$ cat config.mk
export PLATFORM = sky130hd
export DESIGN_NAME = pipelined_big_adder
export DESIGN_NICKNAME = d
export VERILOG_FILES = /design/src/rtl/big_adder_pkg.sv /design/src/rtl/adder_chunk_stage.sv /design/src/rtl/pipelined_big_adder.sv
export SDC_FILE = /design/constraint.sdc
export NUM_CORES = 1
export LEC_CHECK = 0
export ABC_AREA = 1
export ABC_CLOCK_PERIOD_IN_PS = 11100
export BUFFER_PORTS_ARGS = -buffer_cell sky130_fd_sc_hd__clkbuf_2
export CAP_MARGIN = 30
export CORE_UTILIZATION = 58
export DETAILED_ROUTE_END_ITERATION = 8
export GPL_TIMING_DRIVEN = 0
export PLACE_DENSITY_LB_ADDON = 0.12
export REMOVE_ABC_BUFFERS = 1
export SYNTH_ARGS = -nofsm -noshare
export SYNTH_HDL_FRONTEND = slang
export SYNTH_SLANG_ARGS = --single-unit
$ cat constraint.sdc
create_clock -name clk -period 11.1 [get_ports clk]
set_input_delay 1.11 -clock clk [delete_from_list [all_inputs] [get_ports clk]]
set_output_delay 1.11 -clock clk [all_outputs]
set_load 0.02 [all_outputs]
$ cat src/rtl/big_adder_pkg.sv
// Shared definitions for the pipelined multi-precision adder: default slice
// width, add/sub mode encoding and the stage-count helper used to size and
// validate the pipeline.
package big_adder_pkg;

  // Bits resolved per pipeline stage when the instantiating block does not override it
  localparam int DEFAULT_CHUNK = 16;

  // Mode encoding carried with every beat
  localparam logic MODE_ADD = 1'b0;
  localparam logic MODE_SUB = 1'b1;

  // Number of pipeline stages for a WIDTH/CHUNK pair.
  // Returns 0 for an unusable combination so the top can refuse to elaborate.
  function automatic int stage_count(input int width, input int chunk);
    if (chunk < 1 || chunk > width) begin
      return 0;
    end
    if ((width % chunk) != 0) begin
      return 0;
    end
    return width / chunk;
  endfunction

endpackage

$ cat src/rtl/adder_chunk_stage.sv
// One slice of the pipelined adder. It adds slice IDX of the two effective
// operands using the carry registered by the previous stage, merges the new
// sum bits into the partial sum, and passes operands and mode down the pipe.
// Every register moves only when the pipeline advances; reset clears the
// valid bit only, the datapath registers are don't-care while invalid.
module adder_chunk_stage
  import big_adder_pkg::*;
#(
  parameter int WIDTH = 64,
  parameter int CHUNK = DEFAULT_CHUNK,
  parameter int IDX   = 0
) (
  input  logic             clk,
  input  logic             rst_n,
  input  logic             advance,
  input  logic             up_valid,
  input  logic [WIDTH-1:0] up_a,
  input  logic [WIDTH-1:0] up_b,
  input  logic [WIDTH-1:0] up_sum,
  input  logic             up_carry,
  input  logic             up_sub,
  output logic             valid,
  output logic [WIDTH-1:0] a,
  output logic [WIDTH-1:0] b,
  output logic [WIDTH-1:0] sum,
  output logic             carry,
  output logic             sub
);

  localparam int LO = IDX * CHUNK;

  logic [CHUNK:0]   slice;
  logic [WIDTH-1:0] sum_next;

  // Resolve this stage's slice and splice it into the partial sum; lower
  // slices already resolved upstream are passed through untouched
  always_comb begin
    slice    = {1'b0, up_a[LO +: CHUNK]} + {1'b0, up_b[LO +: CHUNK]}
             + {{CHUNK{1'b0}}, up_carry};
    sum_next = up_sum;
    sum_next[LO +: CHUNK] = slice[CHUNK-1:0];
  end

  // Valid bit: cleared by reset, shifted along with the pipeline otherwise
  always_ff @(posedge clk) begin
    if (!rst_n) begin
      valid <= 1'b0;
    end else if (advance) begin
      valid <= up_valid;
    end
  end

  // Datapath registers: hold while the pipeline is stalled
  always_ff @(posedge clk) begin
    if (advance) begin
      a     <= up_a;
      b     <= up_b;
      sum   <= sum_next;
      carry <= slice[CHUNK];
      sub   <= up_sub;
    end
  end

endmodule

$ cat src/rtl/pipelined_big_adder.sv
// Pipelined WIDTH-bit add/subtract unit. Operands are split into CHUNK-bit
// slices and one slice is resolved per stage, so no carry chain is longer
// than CHUNK bits per clock. A single advance signal shifts the whole pipe
// (bubbles included) whenever the output register is empty or being drained.
// Subtraction is done as A + ~B + ~borrow_in, and the final stage converts
// the carry back into a borrow.
module pipelined_big_adder
  import big_adder_pkg::*;
#(
  parameter int WIDTH = 64,
  parameter int CHUNK = DEFAULT_CHUNK
) (
  input  logic             clk,
  input  logic             rst_n,
  input  logic             in_valid,
  output logic             in_ready,
  input  logic [WIDTH-1:0] a_in,
  input  logic [WIDTH-1:0] b_in,
  input  logic             sub,
  input  logic             c_in,
  output logic             out_valid,
  input  logic             out_ready,
  output logic [WIDTH-1:0] s_out,
  output logic             c_out,
  output logic             ovf
);

  localparam int STAGES = stage_count(WIDTH, CHUNK);
  // Keeps the arrays below well-formed while the parameter check reports the error
  localparam int DEPTH  = (STAGES < 1) ? 1 : STAGES;

  if (STAGES < 1) begin : g_param_check
    $error("pipelined_big_adder: WIDTH must be a positive multiple of CHUNK");
  end

  logic             advance;
  logic             v_pipe [0:DEPTH];
  logic [WIDTH-1:0] a_pipe [0:DEPTH];
  logic [WIDTH-1:0] b_pipe [0:DEPTH];
  logic [WIDTH-1:0] s_pipe [0:DEPTH];
  logic             c_pipe [0:DEPTH];
  logic             m_pipe [0:DEPTH];

  assign advance  = !v_pipe[DEPTH] || out_ready;
  assign in_ready = advance;

  // Entry point of the pipe: stage 0 sees the effective operands and carry
  assign v_pipe[0] = in_valid;
  assign a_pipe[0] = a_in;
  assign b_pipe[0] = (sub == MODE_SUB) ? ~b_in : b_in;
  assign s_pipe[0] = '0;
  assign c_pipe[0] = (sub == MODE_SUB) ? ~c_in : c_in;
  assign m_pipe[0] = sub;

  for (genvar k = 0; k < DEPTH; k++) begin : g_stage
    adder_chunk_stage #(
      .WIDTH (WIDTH),
      .CHUNK (CHUNK),
      .IDX   (k)
    ) u_stage (
      .clk      (clk),
      .rst_n    (rst_n),
      .advance  (advance),
      .up_valid (v_pipe[k]),
      .up_a     (a_pipe[k]),
      .up_b     (b_pipe[k]),
      .up_sum   (s_pipe[k]),
      .up_carry (c_pipe[k]),
      .up_sub   (m_pipe[k]),
      .valid    (v_pipe[k+1]),
      .a        (a_pipe[k+1]),
      .b        (b_pipe[k+1]),
      .sum      (s_pipe[k+1]),
      .carry    (c_pipe[k+1]),
      .sub      (m_pipe[k+1])
    );
  end

  logic msb_carry_in;

  // Result formation: borrow conversion for subtract, signed overflow from the
  // carries around the MSB of the effective operands, outputs zero when idle
  always_comb begin
    out_valid    = v_pipe[DEPTH];
    msb_carry_in = a_pipe[DEPTH][WIDTH-1] ^ b_pipe[DEPTH][WIDTH-1]
                 ^ s_pipe[DEPTH][WIDTH-1];
    s_out        = '0;
    c_out        = 1'b0;
    ovf          = 1'b0;
    if (out_valid) begin
      s_out = s_pipe[DEPTH];
      c_out = (m_pipe[DEPTH] == MODE_SUB) ? ~c_pipe[DEPTH] : c_pipe[DEPTH];
      ovf   = msb_carry_in ^ c_pipe[DEPTH];
    end
  end

endmodule

======== Word level (Yosys, flattened, before mapping) ========
Index checks and enable logic that the tools add are counted.
cells by class
  add/sub/neg operators ................... 8
  multipliers ............................. 0
  divide/modulo/power cells ............... 0
  $lt $le $gt $ge ......................... 0
  equal/unequal tests ..................... 0
  shifts and indexed selects .............. 0
  muxes and demuxes ....................... 6
  bitwise logic cells ..................... 6
  reduce and logical (&&, ||, !) cells .... 2
operators by type and width
  cell                                       number
  64-bit 2-to-1 mux                          2
  16-bit by 16-bit adder with 17-bit output  4
  17-bit by 1-bit adder with 17-bit output   4
  64-bit inverter                            1
  1-bit 2-to-1 mux                           4
  1-bit XOR                                  3
  1-bit inverter                             2
  1-bit zero test                            1
  1-bit logical OR                           1
storage, ports and cells
  register bits ........................... 684
  bits in latches ......................... 0
  bits in writable memories ............... 0
  memory bits (read-only) ................. 0
  bits of input ports ..................... 134
  output and inout port bits .............. 68
  logic and storage cells ................. 46
  memories kept ........................... 0

======== Depth between registers and ports, before layout ========
  word-level depth ........................ 4
  mapped depth ............................ 12
  mapped depth without buffers ............ 11

======== Modules after synthesis ========
Synthesis repeated with hierarchy kept, for this count alone.
second synthesis, totals
  cells, all modules ...................... 1756
  area total of the unflattened synthesis .. 28603.7 um^2
by module, submodules not included
  module                                      times used  cells each  area each (um^2)  seq. area each (um^2)
  adder_chunk_stage (g_stage[0].u_stage ...)  3           382         6845.3            5845.6
  adder_chunk_stage (g_stage[3].u_stage)      1           385         6840.3            5845.6
  pipelined_big_adder                         1           225         1227.4            0.0

======== Worst setup path after synthesis ========
No wires, ideal clock.
  path type ............................... input to output
  start ................................... input port out_ready
  end ..................................... output port in_ready
  arrival ................................. 8.327 ns
  required time ........................... 9.990 ns
  setup slack ............................. 1.663 ns
  stages on the path ...................... 2
  path buffers ............................ 0
  cells stage by stage .................... nor2_1 inv_1
on the way
  word-level cells in the longest chain between the ends .. 1
RTL lines
  item              RTL line                   text
  from (decl)       pipelined_big_adder.sv:22  input logic out_ready,
  1-bit logical OR  pipelined_big_adder.sv:44  assign advance = !v_pipe[DEPTH] || out_ready;
  to (decl)         pipelined_big_adder.sv:16  output logic in_ready,
Every way passes these cells.

======== Worst setup path in the final report ========
  start ................................... register g_stage[3].u_stage.valid
  end ..................................... output port in_ready
on the way
  word-level cells in the longest chain between the ends .. 2
RTL lines
  item                    RTL line                   text
  from (decl)             adder_chunk_stage.sv:22    output logic valid,
  from (signal assigned)  adder_chunk_stage.sv:49    valid <= up_valid;
  1-bit zero test         pipelined_big_adder.sv:44
  1-bit logical OR        pipelined_big_adder.sv:44
Every way passes these cells.

==> impl_results.md <==
- Status: finished clean
- Nets: 1770
- CTS Buffer Depth: 3
- Worst r2r path cells: 6
- Skew-Pair Late Insertion Delay: 0.51 ns
- DR vias/cell: 4.78
- Multi-input gate area: 4240 sq um
- Total Routing Usage GR: 19.0%
- Router iterations before antenna repair: 5
- Row count: 60
- Share of cells above drive strength 1: 19.8%
- Clock sinks: 366
- Syn Area/Cell: 12.1 sq um
- Hold WC Path Type: flop to flop
- Antenna violations before repair: 1
- Register area share after synthesis: 67.9%
- Slew @ Worst Pin: 0.721 ns
- Die Y-Extent: 169 microns
- DP Wirelength: 18900 microns
- H-Tree Depth: 2
- Antenna Violating Nets Remaining: 0
- Ys flop type: edfxtp_1
- Die width: 169 microns
- Max-slew violations: 0
- Synth Instances: 1338
- Post-cts sizing count: 0
- Synthesized cell area: 16100 sq um
- Non-Filler Instances: 1964
- Placed Cells: 1901
- Hold Path Depth: 0
- Yosys cell types: 33
- First-pass GRT wire length: 42200 microns
- Setup TNS: 0 ns
- Number of fill cells: 1996
- Critical path's slowest cell: dfxtp_2
- Vias in the first global route: 8860
- Fin crit share: 32.4%
- RSZ-0062 raised after global routing: false
- Inserted Clock Buffers: 37
- Yosys warnings: 0
- Die area: 28500 sq um
- Cell Pwr Density: 190 nW/um^2
- Via count: 9384
- Max_cap viols: 0
- Initial Util: 59.5%
- Root Driver: clkbuf_16
- P&R area growth vs syn: 16.3%
- DR iter-0 viols: 572
- Min-delay src: g_stage[2].u_stage.sum[19]
- Async S/R FF share, synth: 0%
- DRC violations left: 0
- Cell family with most CP delay: buffers and inverters
- Core ar.: 27100 sq um
- Pin count of the biggest net entering global routing: 142
- Drt total wl: 26100 microns
- I/O Buffers: 201
- RR Startpoint: g_stage[3].u_stage.valid
- Leading cell type in the layout, fill and taps excluded: nand2_1
- Most frequent cells in the layout: 376 x nand2_1, 362 x edfxtp_1, 213 x inv_1
- Setup crit start kind: flop
- CP peak stage delay: 0.64 ns
- Crit path buf inv count: 4
- Storage cell area: 11000 sq um
- Clock skew: 0.0184 ns
- R2r setup slk: 8.09 ns
- Maximum vdd drop: 125 uV
- Worst R2R End: g_stage[1].u_stage.sum[5]
- Sequence of cells on the critical path: buf_12, inv_1, nor2_1, inv_8, clkbuf_2
- # IOs: 202
- GP Congestion: 0.854
- Endpoints failing setup: 0
- Final hold violation count: 0
- Hold Buf Count CTS: 0
- Worst Path Required: 9.99 ns
- Crit-path max FO: 87
- Leakage: 9.00 nW
- Critical path class: flop to primary output
- Post-synth top area share: 67.4%
- Largest area contributor in the netlist: edfxtp_1
- GRT overflow: 0
- Largest cells by area after synthesis: edfxtp_1 67%, nand2_1 8.8%, inv_1 5.0%
- CTS tree: done
- Arr. time, crit path: 2.48 ns
- Maximum clock frequency: 0.278 GHz
- FF+latch count, synth: 366
- Utilization after layout: 69.2%
- Hold Crit Endpoint: g_stage[3].u_stage.sum[19]
- Rel. slew slack: 52.0%
- Clock Pin Slew Worst Setup and Hold Paths: 0.06 ns
- Period minus WS final: 3.59 ns
- Critical Path Sink Type: primary output
- Routed len/inst: 13.3 microns
- Post-CTS Setup Inserts: 0
- Post-synth EDFFs: 362
-- worst max path at each step --
| stage | cells past startpoint | startpoint | slack, ns | endpoint |
|---|---|---|---|---|
| finish | 5 | g_stage[3].u_stage.valid | 7.51 | in_ready |
| global route | 5 | g_stage[3].u_stage.valid | 7.31 | in_ready |
| CTS | 5 | g_stage[3].u_stage.valid | 7.40 | in_ready |
| detailed placement | 12 | sub | 7.34 | g_stage[0].u_stage.sum[14] |
| global placement | 4 | g_stage[3].u_stage.valid | -1.95 | in_ready |
| floorplan | 3 | g_stage[3].u_stage.valid | 1.66 | in_ready |
-- cells by family (layout without fill, tap and decap cells) --
logic type	after synthesis	after routing	share of synthesized area [%]
DFF	366	366	67.9
other	0	1	0
xor gates and xnor gates	96	96	5.21
and+or+nand+nor	525	525	13.9
AOI/OAI and AO/OA	41	41	1.47
adders and majority gates	68	68	5.65
buffers and inverters	242	495	5.83
-- stage by stage --
| stage | worst slack (ns) | cell area, sq um | total power (W) | hold WS [ns] |
|---|---|---|---|---|
| detailed placement | 7.34 | 17600 | 0.00245 | 0.405 |
| finish | 7.51 | 18800 | 0.00357 | 0.405 |
| CTS | 7.40 | 18800 | 0.00361 | 0.409 |
| global route | 7.31 | 18800 | 0.00375 | 0.412 |
| floorplan | 1.66 | 16000 | 0.00230 | 0.400 |
| global placement | -1.95 | 17500 | 0.00243 | 0.401 |
-- state kept, by name (all words and copies together), names as in the netlist --
signal                 flops
g_stage.u_stage.a         97
g_stage.u_stage.b         97
g_stage.u_stage.carry      4
g_stage.u_stage.sub        4
g_stage.u_stage.sum      160
g_stage.u_stage.valid      4
-- worst reg2reg max path, stage by stage (launching register included) --
cell and delay, ns:
dfxtp_2 0.64, buf_12 0.26, inv_1 0.09, nor2_1 0.43
inv_8 0.30, buf_16 0.38, buf_16 0.36
-- routing by layer --
layer / vias to the layer above / track usage, % / share of wire, %
met4: 0 / 6.48 / 2.7
met5: - / 0 / 0
li1: 4833 / - / -
met2: 228 / 31.6 / 48
met3: 47 / 3.67 / 5.3
met1: 4276 / 25.0 / 44
-- synth_stat cells, types with 7 or more instances --
| cell | count |
|---|---|
| nand2_1 | 376 |
| nor3_2 | 11 |
| buf_2 | 7 |
| a21oi_1 | 29 |
| xor2_1 | 88 |
| nor2_1 | 45 |
| ha_1 | 60 |
| inv_2 | 13 |
| nand3_1 | 39 |
| xnor2_1 | 8 |
| edfxtp_1 | 362 |
| nand2_2 | 26 |
| inv_1 | 214 |
| fa_1 | 8 |
-- area by class of cell --
cell class	count	area share [%]
Multi-Input combinational cell	730	22.6
Inverter	228	4.60
Antenna cell	1	0.0133
Timing Repair Buffer	205	5.92
Clock buffer	46	5.34
Tap cell	372	2.48
Sequential cell	366	58.4
Clock inverter	16	0.687
-- where the power goes --
part / internal, W / switching [W]
combinational: 0.000179 / 0.000298
sequential: 0.00187 / 0.0000745
clock: 0.000683 / 0.000468
No activity file was read; power rests on OpenSTA's default activity.
